===== src/rtl/stop_frame_ctrl_if.sv =====
// Frame controller bus: start/strobe control, shift-register hookup and the parallel-word handshake.
// "master" is the controller side, "slave" the environment that feeds bits and consumes words.
interface stop_frame_ctrl_if #(
    parameter int unsigned WIDTH = 4
);
    logic             start;
    logic             bit_stb;
    logic [WIDTH-1:0] sreg_q;
    logic             shift_en;
    logic [WIDTH-1:0] pout;
    logic             pout_valid;
    logic             pout_ready;
    logic             busy;
    logic             overrun;
    logic             ovr_clr;
    logic             parity_bit;
    logic             parity_err;

    modport master (
        input  start, bit_stb, sreg_q, pout_ready, ovr_clr, parity_bit,
        output shift_en, pout, pout_valid, busy, overrun, parity_err
    );

    modport slave (
        output start, bit_stb, sreg_q, pout_ready, ovr_clr, parity_bit,
        input  shift_en, pout, pout_valid, busy, overrun, parity_err
    );
endinterface


===== src/rtl/stop_frame_ctrl.sv =====
// Sequences an external WIDTH-bit shift register: gates shift_en per bit, captures the word and
// hands it downstream on valid/ready. Optional even-parity check enabled by `define PARITY_CHECK_EN.
module stop_frame_ctrl #(
    parameter int unsigned WIDTH = 4
) (
    input logic               clk,
    input logic               rst,
    stop_frame_ctrl_if.master bus
);
    localparam int unsigned CW = $clog2(WIDTH + 1);
    localparam logic [CW-1:0] Full = CW'(WIDTH);
`ifdef PARITY_CHECK_EN
    // The parity strobe is the one arriving once all data bits are in.
    localparam logic [CW-1:0] LastCnt = CW'(WIDTH);
`else
    localparam logic [CW-1:0] LastCnt = CW'(WIDTH - 1);
`endif

    typedef enum logic [1:0] {StIdle, StShift, StCapt} state_e;

    state_e           state_q;
    logic [CW-1:0]    cnt_q;
    logic [WIDTH-1:0] pout_q;
    logic             pout_valid_q;
    logic             overrun_q;
    logic             busy_q;
    logic             cap_ok;
    logic             ovr_set;
    logic             last_stb;

    assign cap_ok   = !pout_valid_q || bus.pout_ready;
    assign ovr_set  = (state_q == StCapt) && !cap_ok;
    assign last_stb = (state_q == StShift) && !bus.start && bus.bit_stb && (cnt_q == LastCnt);

    // A restart strobe and the parity strobe never shift.
    assign bus.shift_en = !rst && (state_q == StShift) && bus.bit_stb && !bus.start &&
                          (cnt_q != Full);

    assign bus.pout       = pout_q;
    assign bus.pout_valid = pout_valid_q;
    assign bus.overrun    = overrun_q;
    assign bus.busy       = busy_q;

    always_ff @(posedge clk) begin
        if (rst) begin
            state_q      <= StIdle;
            cnt_q        <= '0;
            pout_q       <= '0;
            pout_valid_q <= 1'b0;
            overrun_q    <= 1'b0;
            busy_q       <= 1'b0;
        end else begin
            unique case (state_q)
                StIdle: begin
                    if (bus.start) begin
                        state_q <= StShift;
                        cnt_q   <= '0;
                        busy_q  <= 1'b1;
                    end
                end
                StShift: begin
                    if (bus.start) begin
                        cnt_q <= '0;
                    end else if (bus.bit_stb) begin
                        if (cnt_q != Full) begin
                            cnt_q <= cnt_q + 1'b1;
                        end
                        if (last_stb) begin
                            state_q <= StCapt;
                        end
                    end
                end
                StCapt: begin
                    state_q <= StIdle;
                    cnt_q   <= '0;
                    busy_q  <= 1'b0;
                end
                default: begin
                    state_q <= StIdle;
                    cnt_q   <= '0;
                    busy_q  <= 1'b0;
                end
            endcase

            // A capture may coincide with a transfer; the new word then stays valid.
            if (state_q == StCapt) begin
                if (cap_ok) begin
                    pout_q       <= bus.sreg_q;
                    pout_valid_q <= 1'b1;
                end
            end else if (pout_valid_q && bus.pout_ready) begin
                pout_valid_q <= 1'b0;
            end

            if (ovr_set) begin
                overrun_q <= 1'b1;
            end else if (bus.ovr_clr) begin
                overrun_q <= 1'b0;
            end
        end
    end

`ifdef PARITY_CHECK_EN
    logic par_q;
    logic perr_q;

    always_ff @(posedge clk) begin
        if (rst) begin
            par_q  <= 1'b0;
            perr_q <= 1'b0;
        end else begin
            if (last_stb) begin
                par_q <= bus.parity_bit;
            end
            if ((state_q == StCapt) && cap_ok) begin
                perr_q <= (^bus.sreg_q) ^ par_q;
            end
        end
    end

    assign bus.parity_err = perr_q;
`else
    logic unused_parity;
    assign unused_parity  = bus.parity_bit;
    assign bus.parity_err = 1'b0;
`endif
endmodule


===== src/flat_wrapper.sv =====
// flat-port wrapper written by rule: the top's interface ports become plain ports
module stop_frame_ctrl_flat 
#(
    parameter int unsigned WIDTH = 4
)
  (clk, rst, bus_start, bus_bit_stb, bus_sreg_q, bus_pout_ready, bus_ovr_clr, bus_parity_bit, bus_shift_en, bus_pout, bus_pout_valid, bus_busy, bus_overrun, bus_parity_err);
  stop_frame_ctrl_if #(.WIDTH(WIDTH)) bus_i ();
  input logic clk;
  input logic rst;
  input wire logic [$bits(bus_i.start)-1:0] bus_start;
  input wire logic [$bits(bus_i.bit_stb)-1:0] bus_bit_stb;
  input wire logic [$bits(bus_i.sreg_q)-1:0] bus_sreg_q;
  input wire logic [$bits(bus_i.pout_ready)-1:0] bus_pout_ready;
  input wire logic [$bits(bus_i.ovr_clr)-1:0] bus_ovr_clr;
  input wire logic [$bits(bus_i.parity_bit)-1:0] bus_parity_bit;
  output wire logic [$bits(bus_i.shift_en)-1:0] bus_shift_en;
  output wire logic [$bits(bus_i.pout)-1:0] bus_pout;
  output wire logic [$bits(bus_i.pout_valid)-1:0] bus_pout_valid;
  output wire logic [$bits(bus_i.busy)-1:0] bus_busy;
  output wire logic [$bits(bus_i.overrun)-1:0] bus_overrun;
  output wire logic [$bits(bus_i.parity_err)-1:0] bus_parity_err;
  assign bus_i.start = bus_start;
  assign bus_i.bit_stb = bus_bit_stb;
  assign bus_i.sreg_q = bus_sreg_q;
  assign bus_i.pout_ready = bus_pout_ready;
  assign bus_i.ovr_clr = bus_ovr_clr;
  assign bus_i.parity_bit = bus_parity_bit;
  assign bus_shift_en = bus_i.shift_en;
  assign bus_pout = bus_i.pout;
  assign bus_pout_valid = bus_i.pout_valid;
  assign bus_busy = bus_i.busy;
  assign bus_overrun = bus_i.overrun;
  assign bus_parity_err = bus_i.parity_err;
  stop_frame_ctrl #(.WIDTH(WIDTH)) u_core (.clk(clk), .rst(rst), .bus(bus_i));
endmodule

===== config.mk =====
export PLATFORM = sky130hd
export DESIGN_NAME = stop_frame_ctrl_flat
export DESIGN_NICKNAME = d
export VERILOG_FILES = /design/src/rtl/stop_frame_ctrl_if.sv /design/src/rtl/stop_frame_ctrl.sv /design/src/flat_wrapper.sv
export SDC_FILE = /design/constraint.sdc
export NUM_CORES = 1
export LEC_CHECK = 0
export BUFFER_PORTS_ARGS = -buffer_cell sky130_fd_sc_hd__buf_2
export CAP_MARGIN = 0
export CELL_PAD_IN_SITES_DETAIL_PLACEMENT = 0
export CELL_PAD_IN_SITES_GLOBAL_PLACEMENT = 2
export CORE_MARGIN = 3
export CORE_UTILIZATION = 25
export CTS_CLUSTER_SIZE = 20
export DETAILED_ROUTE_END_ITERATION = 8
export GPL_ROUTABILITY_DRIVEN = 0
export PLACE_DENSITY_LB_ADDON = 0.2
export SETUP_SLACK_MARGIN = 0.02
export SLEW_MARGIN = 20
export SYNTH_ARGS = -nofsm -noshare
export SYNTH_HDL_FRONTEND = slang
export SYNTH_SLANG_ARGS = --single-unit

===== constraint.sdc =====
create_clock -name clk -period 2.03 [get_ports clk]
set_input_delay 0.203 -clock clk [delete_from_list [all_inputs] [get_ports clk]]
set_output_delay 0.203 -clock clk [all_outputs]
set_load 0.01 [all_outputs]

==> qor.csv, run 1 <==
stage;metric;value;unit
synthesis;synth_nets;75;
clocking;hold_buffers;0;
clocking;cts_tree;built;
detailed_routing;first_pass_iters;4;
placed_design;dpl.hpwl;888;um
cells_and_area;n_antenna_cell;0;
clocking;cts_resized;0;
detailed_routing;remaining_drc_errors;0;
grt;grt_pass1_vias;442;
setup_path;cp_max_fo;6;
power;swShare;22.5;%
job;cap_violations;0;
setup_path;end_kind;output pin;
grt;grt_pass1_wl;1900;um
setup_path;path_class;reg2out;
placed_design;pre_cts_ws;525;ps
floorplanning;die_h;51.6;um
min_path;hold_class;in2reg;
floorplanning;fp.dieW;51.6;um
cells_and_area;drive_gt1_share;27.5;%
synthesis;yosysSeqAreaShare;46.3;%
power;switchingPower;0.104;mW
sta;tns;0;ps
clocking;ctsLongestPathBuffers;2;
placed_design;dpl_cell_area;624;um2
outcome;outcome;finished clean;
cells_and_area;final_cells;105;
synthesis;synth.distinct_cells;20;
floorplanning;core;1840;um2
detailed_routing;wl_per_cell;11.1;um
sta;setup_viol;0;
grt;grt_overflow;0;
power;comb_power_share;6.0;%
setup_path;start_kind;register;
clocking;h-tree-depth;1;
cells_and_area;area_growth;27.2;%
power;ir_drop;294;uV
setup_path;crit_required;1830;ps
floorplanning;die-area;2660;um2
synthesis;yosys.area.top_type;dfxtp_1;
detailed_routing;vias;490;
sta;clock_skew;3.75;ps
sta;period_needed;1670;ps
synthesis;ys_warn_count;0;
clocking;clk_latency;270;ps
clocking;clock-sinks;12;
power;power.share.clock;42.0;%
detailed_routing;wl;1170;um
power;p_leak;0.271;nW
cells_and_area;utilization;35.9;%
clocking;clkTransAtPathRegs;80;ps
clocking;cts_buffers;3;
clocking;postCtsSetupBuffers;0;
synthesis;syn_inst;61;
placed_design;portBuffers;17;
power;power_density;704;nW/um2
synthesis;synthTopCellsByArea;dfxtp_1 (46%), a21oi_1 (11%), ha_1 (7.2%);
floorplanning;num_rows;15;
sta;grt_setup_unrepaired;false;
synthesis;ys_ff_latch;12;
grt;antenna_found_initial;0;
sta;fin_crit_sh;82.4;%
synthesis;yosys.area.top_type_share;46.3;%
cells_and_area;final_cell_area;661;um2
cells_and_area;final_nets;95;
clocking;root_buffer;clkbuf_4;
sta;finalMaxSlewViolations;0;
power;seq_power_share;52.0;%
floorplanning;ioPinCount;20;
grt;grt_max_degree;10;
detailed_routing;vias_per_cell;4.67;
synthesis;postSynthAreaPerCell;8.51;um2
sta;fin_ws;357;ps
power;p_int;0.360;mW
detailed_routing;antenna_left;0;
setup_path;arrival;1470;ps
sta;fmax;598;MHz
grt;track_usage;9.80;%
detailed_routing;drt_iter0_drc;15;
floorplanning;start_util;28.2;%
sta;finalHoldViolations;0;
placed_design;place_inst;101;
synthesis;syn_area;519;um2
[synthesized netlist by cell type (all sizes together)]
cell type  number
nor2            1
or4             1
a21oi          11
nor2b           2
dfxtp          12
and2            1
clkbuf          1
nand2           2
buf             1
nor3            4
nand2b          2
or3             2
inv             4
and2b           1
conb            1
o21ai           7
ha              3
nand3           4
nand4b          1
[through the flow]
stage / power [mW] / hold slack, ps
finish: 0.465 / 169
global route: 0.493 / 158
global placement: 0.275 / 459
detailed placement: 0.276 / 464
CTS: 0.470 / 163
floorplan: 0.262 / 351
[power groups by stage]
stage               Sequential [mW]  Clock [mW]  Combinational, mW
global route                  0.243       0.218             0.0317
finish                        0.242       0.195             0.0278
detailed placement            0.248           0             0.0280
CTS                           0.242       0.200             0.0280
global placement              0.247           0             0.0275
floorplan                     0.248           0             0.0144
[placed cells by master, fill, tap and decap left out]
master,n
buf_2,17
dfxtp_1,12
a21oi_1,11
o21ai_0,6
inv_1,4
nor3_1,4
nand3_1,4
ha_1,3
clkbuf_4,3
nand2_1,2
or3_1,2
nand2b_1,2
nor2b_1,2
and2_0,1
and2b_4,1
o21ai_1,1
nand4b_1,1
or4_1,1
nor2_1,1
conb_1,1
clkbuf_8,1
[metal layers]
metal | global-route usage [%] | vias up | wire length, um
li1 | - | 251 | -
met4 | 5.24 | 0 | 12
met5 | 0 | - | 0
met1 | 14.4 | 220 | 596
met2 | 12.1 | 17 | 477
met3 | 3.44 | 2 | 79
[worst paths after layout]
check	cells past startpoint	start	end	slack, ps
setup / recovery	5	u_core.cnt_q[0]	bus_shift_en	360
hold / removal	3	bus_sreg_q[1]	u_core.bus.pout[1]	170
setup reg to reg	4	u_core.cnt_q[0]	u_core.cnt_q[2]	510
hold reg to reg	2	u_core.bus.pout[2]	u_core.bus.pout[2]	480
[area by class of cell]
| type | instances | area (um2) |
|---|---|---|
| Sequential cell | 12 | 240 |
| Multi-Input combinational cell | 43 | 253 |
| Fill cell | 207 | 1180 |
| Tap cell | 25 | 31.3 |
| Clock buffer | 4 | 36.3 |
| Timing Repair Buffer | 17 | 85.1 |
| Inverter | 4 | 15.0 |
[sequential cells by signal, summed over array words and instances, names as in the netlist]
register               count
u_core.bus.busy            1
u_core.bus.overrun         1
u_core.bus.pout            4
u_core.bus.pout_valid      1
u_core.cnt_q               3
u_core.state_q             2
[critical path, stage by stage (launching register included)]
cell and delay (ps):
dfxtp_1 370, inv_1 60, ha_1 200, and2_0 240, nor3_1 180, buf_2 150
[logic make-up after synthesis]
| kind of cell | count (synthesis) | share of synthesized area [%] |
|---|---|---|
| buffers and inverters | 6 | 5.06 |
| AO/OA/AOI/OAI | 18 | 17.3 |
| adder cells (fa/ha/maj) | 3 | 7.23 |
| other | 1 | 0.722 |
| flip-flops | 12 | 46.3 |
| AND/OR/NAND/NOR | 21 | 23.4 |
Power figures use the tool's default switching activity.
==> run 2: changes to the inputs <==
==> constraint.sdc (replaced) <==
create_clock -name clk -period 1.71 [get_ports clk]
set_input_delay 0.171 -clock clk [delete_from_list [all_inputs] [get_ports clk]]
set_output_delay 0.171 -clock clk [all_outputs]
set_load 0.01 [all_outputs]
==> run 2 against run 1 <==
Utilization rose by 0.068 points; clock skew rose by 0.77 ps; die area did not move; first-iteration DRC count fell by 73%; count of clock-buffer cells in the layout did not move.
==> qor.csv, run 2 (synthesized netlist as in run 1, its figures left out) <==
stage;metric;value;unit
sta;finalHoldViolations;0;
setup_path;cpMaxStageDelayCell;or3_1;
setup_path;critPathLaunch;u_core.state_q[1];
sta;clock_skew;4.52;ps
floorplanning;start_util;28.2;%
setup_path;crit_path_cell_trace;or3_1 > nor3_1 > buf_2;
cells_and_area;drive_gt1_share;28.7;%
cells_and_area;final_cell_area;662;um2
sta;tns;0;ps
clocking;cts_tree;built;
setup_path;end_kind;output pin;
placed_design;dpl_cell_area;624;um2
placed_design;dpl.hpwl;879;um
setup_path;arrival;1380;ps
power;ir_drop;338;uV
setup_path;cp_max_fo;5;
setup_path;regToRegSetupSlack;210;ps
cells_and_area;final_nets;95;
grt;grt_overflow;0;
grt;grt_max_degree;10;
clocking;root_buffer;clkbuf_4;
sta;finalMaxSlewViolations;0;
outcome;outcome;finished clean;
setup_path;r2r_end;u_core.cnt_q[2];
detailed_routing;wl_met1;611;um
cells_and_area;area_growth;27.5;%
sta;fmax;643;MHz
setup_path;max_stage_delay;470;ps
cells_and_area;n_antenna_cell;0;
setup_path;start_kind;register;
cells_and_area;final_cell_mix;buf_2 (17), a21oi_1 (11), dfxtp_1 (11);
min_path;hold_class;in2reg;
power;power_density;834;nW/um2
grt;grt_pass1_wl;1890;um
detailed_routing;first_pass_iters;3;
power;p_leak;0.273;nW
floorplanning;fp.dieW;51.6;um
clocking;hold_buffers;0;
clocking;h-tree-depth;1;
cells_and_area;final_cells;105;
setup_path;crit_path_end;bus_shift_en;
detailed_routing;vias;476;
floorplanning;die-area;2660;um2
floorplanning;core;1840;um2
detailed_routing;remaining_drc_errors;0;
grt;track_usage;9.62;%
grt;antenna_found_initial;0;
setup_path;rr_startpoint;u_core.cnt_q[0];
detailed_routing;antenna_left;0;
clocking;cts_buffers;3;
detailed_routing;vias_per_cell;4.53;
detailed_routing;wl_met2;484;um
job;cap_violations;0;
detailed_routing;highest_layer;met4;
detailed_routing;wl;1160;um
floorplanning;num_rows;15;
setup_path;r2r_cells;4;
clocking;clkTransAtPathRegs;80;ps
clocking;postCtsSetupBuffers;0;
floorplanning;die_h;51.6;um
cells_and_area;final_common_cell;buf_2;
grt;grt_pass1_vias;452;
detailed_routing;wl_per_cell;11.1;um
clocking;cts_resized;0;
cells_and_area;largest_reg_flops;4;
sta;period_needed;1560;ps
detailed_routing;dr_wl_met3;54;um
detailed_routing;drt_iter0_drc;4;
placed_design;portBuffers;17;
clocking;clock-sinks;12;
sta;fin_crit_sh;91.0;%
setup_path;crit_required;1540;ps
floorplanning;ioPinCount;20;
clocking;clk_latency;270;ps
setup_path;path_class;reg2out;
placed_design;place_inst;101;
sta;grt_setup_unrepaired;false;
clocking;ctsLongestPathBuffers;2;
sta;setup_viol;0;
## run 2: power breakdown
part / total (mW) / internal, mW / switching, mW
Combinational: 0.0327 / 0.0150 / 0.0178
Clock: 0.232 / 0.129 / 0.102
Sequential: 0.288 / 0.284 / 0.00391
## run 2: worst min-delay path by stage
| stage | from | to | cells after the start |
|---|---|---|---|
| floorplan | bus_sreg_q[0] | u_core.bus.pout[0] | 2 |
| global placement | bus_sreg_q[2] | u_core.bus.pout[2] | 3 |
| detailed placement | bus_sreg_q[1] | u_core.bus.pout[1] | 3 |
| CTS | bus_sreg_q[1] | u_core.bus.pout[1] | 3 |
| global route | bus_sreg_q[2] | u_core.bus.pout[2] | 3 |
| finish | bus_sreg_q[1] | u_core.bus.pout[1] | 3 |
## run 2: final cells by class
type                    count  area (um2)
clock buffers               4        36.3
fillers                   211        1180
well taps                  25        31.3
multi-input cells          43         253
flip-flops and latches     12         241
inverters                   4        15.0
repair buffers             17        85.1
## run 2: per-stage QoR
| step | setup slack (ps) | power [mW] | utilization [%] | hold slack, ps |
|---|---|---|---|---|
| floorplan | 279 | 0.311 | - | 319 |
| global placement | 220 | 0.326 | 33.9 | 428 |
| detailed placement | 218 | 0.327 | 33.9 | 432 |
| CTS | 44.7 | 0.563 | 35.9 | 128 |
| global route | 27.6 | 0.582 | 36.0 | 132 |
| finish | 154 | 0.552 | 36.0 | 137 |
## run 2: routing by layer
layer / global-route usage (%) / vias up
met5: 0 / -
met1: 15.0 / 213
met2: 11.4 / 11
li1: - / 250
met3: 2.58 / 2
met4: 5.24 / 0
## run 2: worst max-delay path: cells and delay by family (launching register included)
family                 cells  cell delay [ps]
buffers and inverters      1              150
DFF                        1              350
and+or+nand+nor            2              620
==> run 3: changes to the inputs <==
--- a/config.mk
+++ b/config.mk
@@ -9,7 +9,7 @@
 export CAP_MARGIN = 0
 export CELL_PAD_IN_SITES_DETAIL_PLACEMENT = 0
 export CELL_PAD_IN_SITES_GLOBAL_PLACEMENT = 2
-export CORE_MARGIN = 3
+export CORE_MARGIN = 2
 export CORE_UTILIZATION = 25
 export CTS_CLUSTER_SIZE = 20
 export DETAILED_ROUTE_END_ITERATION = 8
==> run 3 against run 2 <==
Register-to-register slack gained 20 ps; critical path depth up 2; non-clock buffer count is the same; global-route usage rose by 0.93 points; cell count rose by 0.95%; die area decreased by 7.6%; sequential cell count unchanged; power shrank 11%; largest power group unchanged.
==> qor.csv, run 3 (synthesized netlist as in run 1, its figures left out) <==
stage;metric;value;unit
floorplanning;ioPinCount;20;
power;ir_drop;562;uV
cells_and_area;largest_reg_flops;4;
clocking;ctsLongestPathBuffers;2;
detailed_routing;first_pass_iters;3;
grt;track_usage;10.6;%
sta;clock_skew;1.75;ps
cells_and_area;n_antenna_cell;0;
floorplanning;fp.dieW;49.6;um
grt;grt_overflow;0;
sta;tns;0;ps
floorplanning;core;1960;um2
clocking;h-tree-depth;1;
cells_and_area;area_growth;26.3;%
cells_and_area;final_nets;95;
clocking;clk_latency;260;ps
setup_path;end_kind;output pin;
cells_and_area;final_cells;106;
detailed_routing;vias_per_cell;4.37;
sta;fmax;654;MHz
detailed_routing;wl;1070;um
sta;finalHoldViolations;0;
clocking;cts_buffers;3;
detailed_routing;wl_per_cell;10.1;um
min_path;hold_class;in2reg;
placed_design;portBuffers;17;
setup_path;start_kind;register;
setup_path;crit_required;1540;ps
sta;period_needed;1530;ps
placed_design;dpl.hpwl;838;um
cells_and_area;drive_gt1_share;29.1;%
sta;grt_setup_unrepaired;false;
clocking;clock-sinks;12;
cells_and_area;final_cell_mix;buf_2 (17), a21oi_1 (11), dfxtp_1 (11);
placed_design;place_inst;103;
floorplanning;num_rows;16;
clocking;root_buffer;clkbuf_4;
floorplanning;die-area;2460;um2
detailed_routing;remaining_drc_errors;0;
floorplanning;die_h;49.6;um
clocking;cts_tree;built;
sta;setup_viol;0;
sta;fin_crit_sh;89.4;%
setup_path;arrival;1360;ps
placed_design;pre_cts_ws;221;ps
grt;grt_pass1_wl;1970;um
power;power_density;746;nW/um2
clocking;postCtsSetupBuffers;0;
clocking;clkTransAtPathRegs;70;ps
setup_path;path_class;reg2out;
sta;finalMaxSlewViolations;0;
setup_path;cp_max_fo;6;
floorplanning;start_util;26.5;%
cells_and_area;final_common_cell;buf_2;
grt;grt_max_degree;10;
placed_design;dpl_cell_area;627;um2
detailed_routing;drt_iter0_drc;8;
sta;fin_ws;181;ps
clocking;hold_buffers;0;
power;p_leak;0.266;nW
job;cap_violations;0;
detailed_routing;antenna_left;0;
outcome;outcome;finished clean;
cells_and_area;final_cell_area;656;um2
grt;antenna_found_initial;0;
detailed_routing;vias;463;
grt;grt_pass1_vias;437;
## run 3: worst paths after layout
kind                                    startpoint                 end  slack [ps]  cells after the start
worst max-delay path               u_core.cnt_q[1]        bus_shift_en         180                      5
worst min-delay path                 bus_sreg_q[2]  u_core.bus.pout[2]         150                      3
worst max register to register     u_core.cnt_q[0]     u_core.cnt_q[2]         230                      4
worst min register to register  u_core.bus.pout[1]  u_core.bus.pout[1]         470                      2
## run 3: where the power goes
group / switching, mW / internal (mW) / total (mW)
combinational: 0.0184 / 0.0151 / 0.0335
clock: 0.0868 / 0.0813 / 0.168
sequential: 0.00367 / 0.284 / 0.287
total: 0.109 / 0.380 / 0.489
## run 3: repair_timing
item	CTS	global route
setup endpoints to repair	0	1
resized for setup	0	3
hold endpoints to repair	0	0
## run 3: final cells by class
type / count / area, um2
Tap cell: 27 / 33.8
Timing Repair Buffer: 17 / 85.1
Inverter: 4 / 15.0
Fill cell: 243 / 1310
Clock buffer: 3 / 22.5
Sequential cell: 12 / 241
Multi-Input combinational cell: 43 / 258
## run 3: critical path, cell delays in order (launching register included)
cell and delay, ps:
dfxtp_1 360, inv_1 50, ha_1 180, and2_1 210, nor3_2 150, buf_2 140
## run 3: per-stage QoR
stage                     utilization [%]  hold WS, ps  power (mW)
after floorplan                         -          319       0.311
after global routing                 33.4          137       0.521
after detailed placement             32.0          436       0.327
after global placement               32.0          433       0.327
after CTS                            33.1          142       0.503
final                                33.4          152       0.489
## run 3: per-layer routing
metal | track usage, % | vias to the layer above | routed length [um]
met3 | 5.76 | 0 | 57
met1 | 14.6 | 205 | 549
li1 | - | 248 | -
met2 | 14.0 | 10 | 465
met5 | 0 | - | 0
met4 | 2.78 | 0 | 0
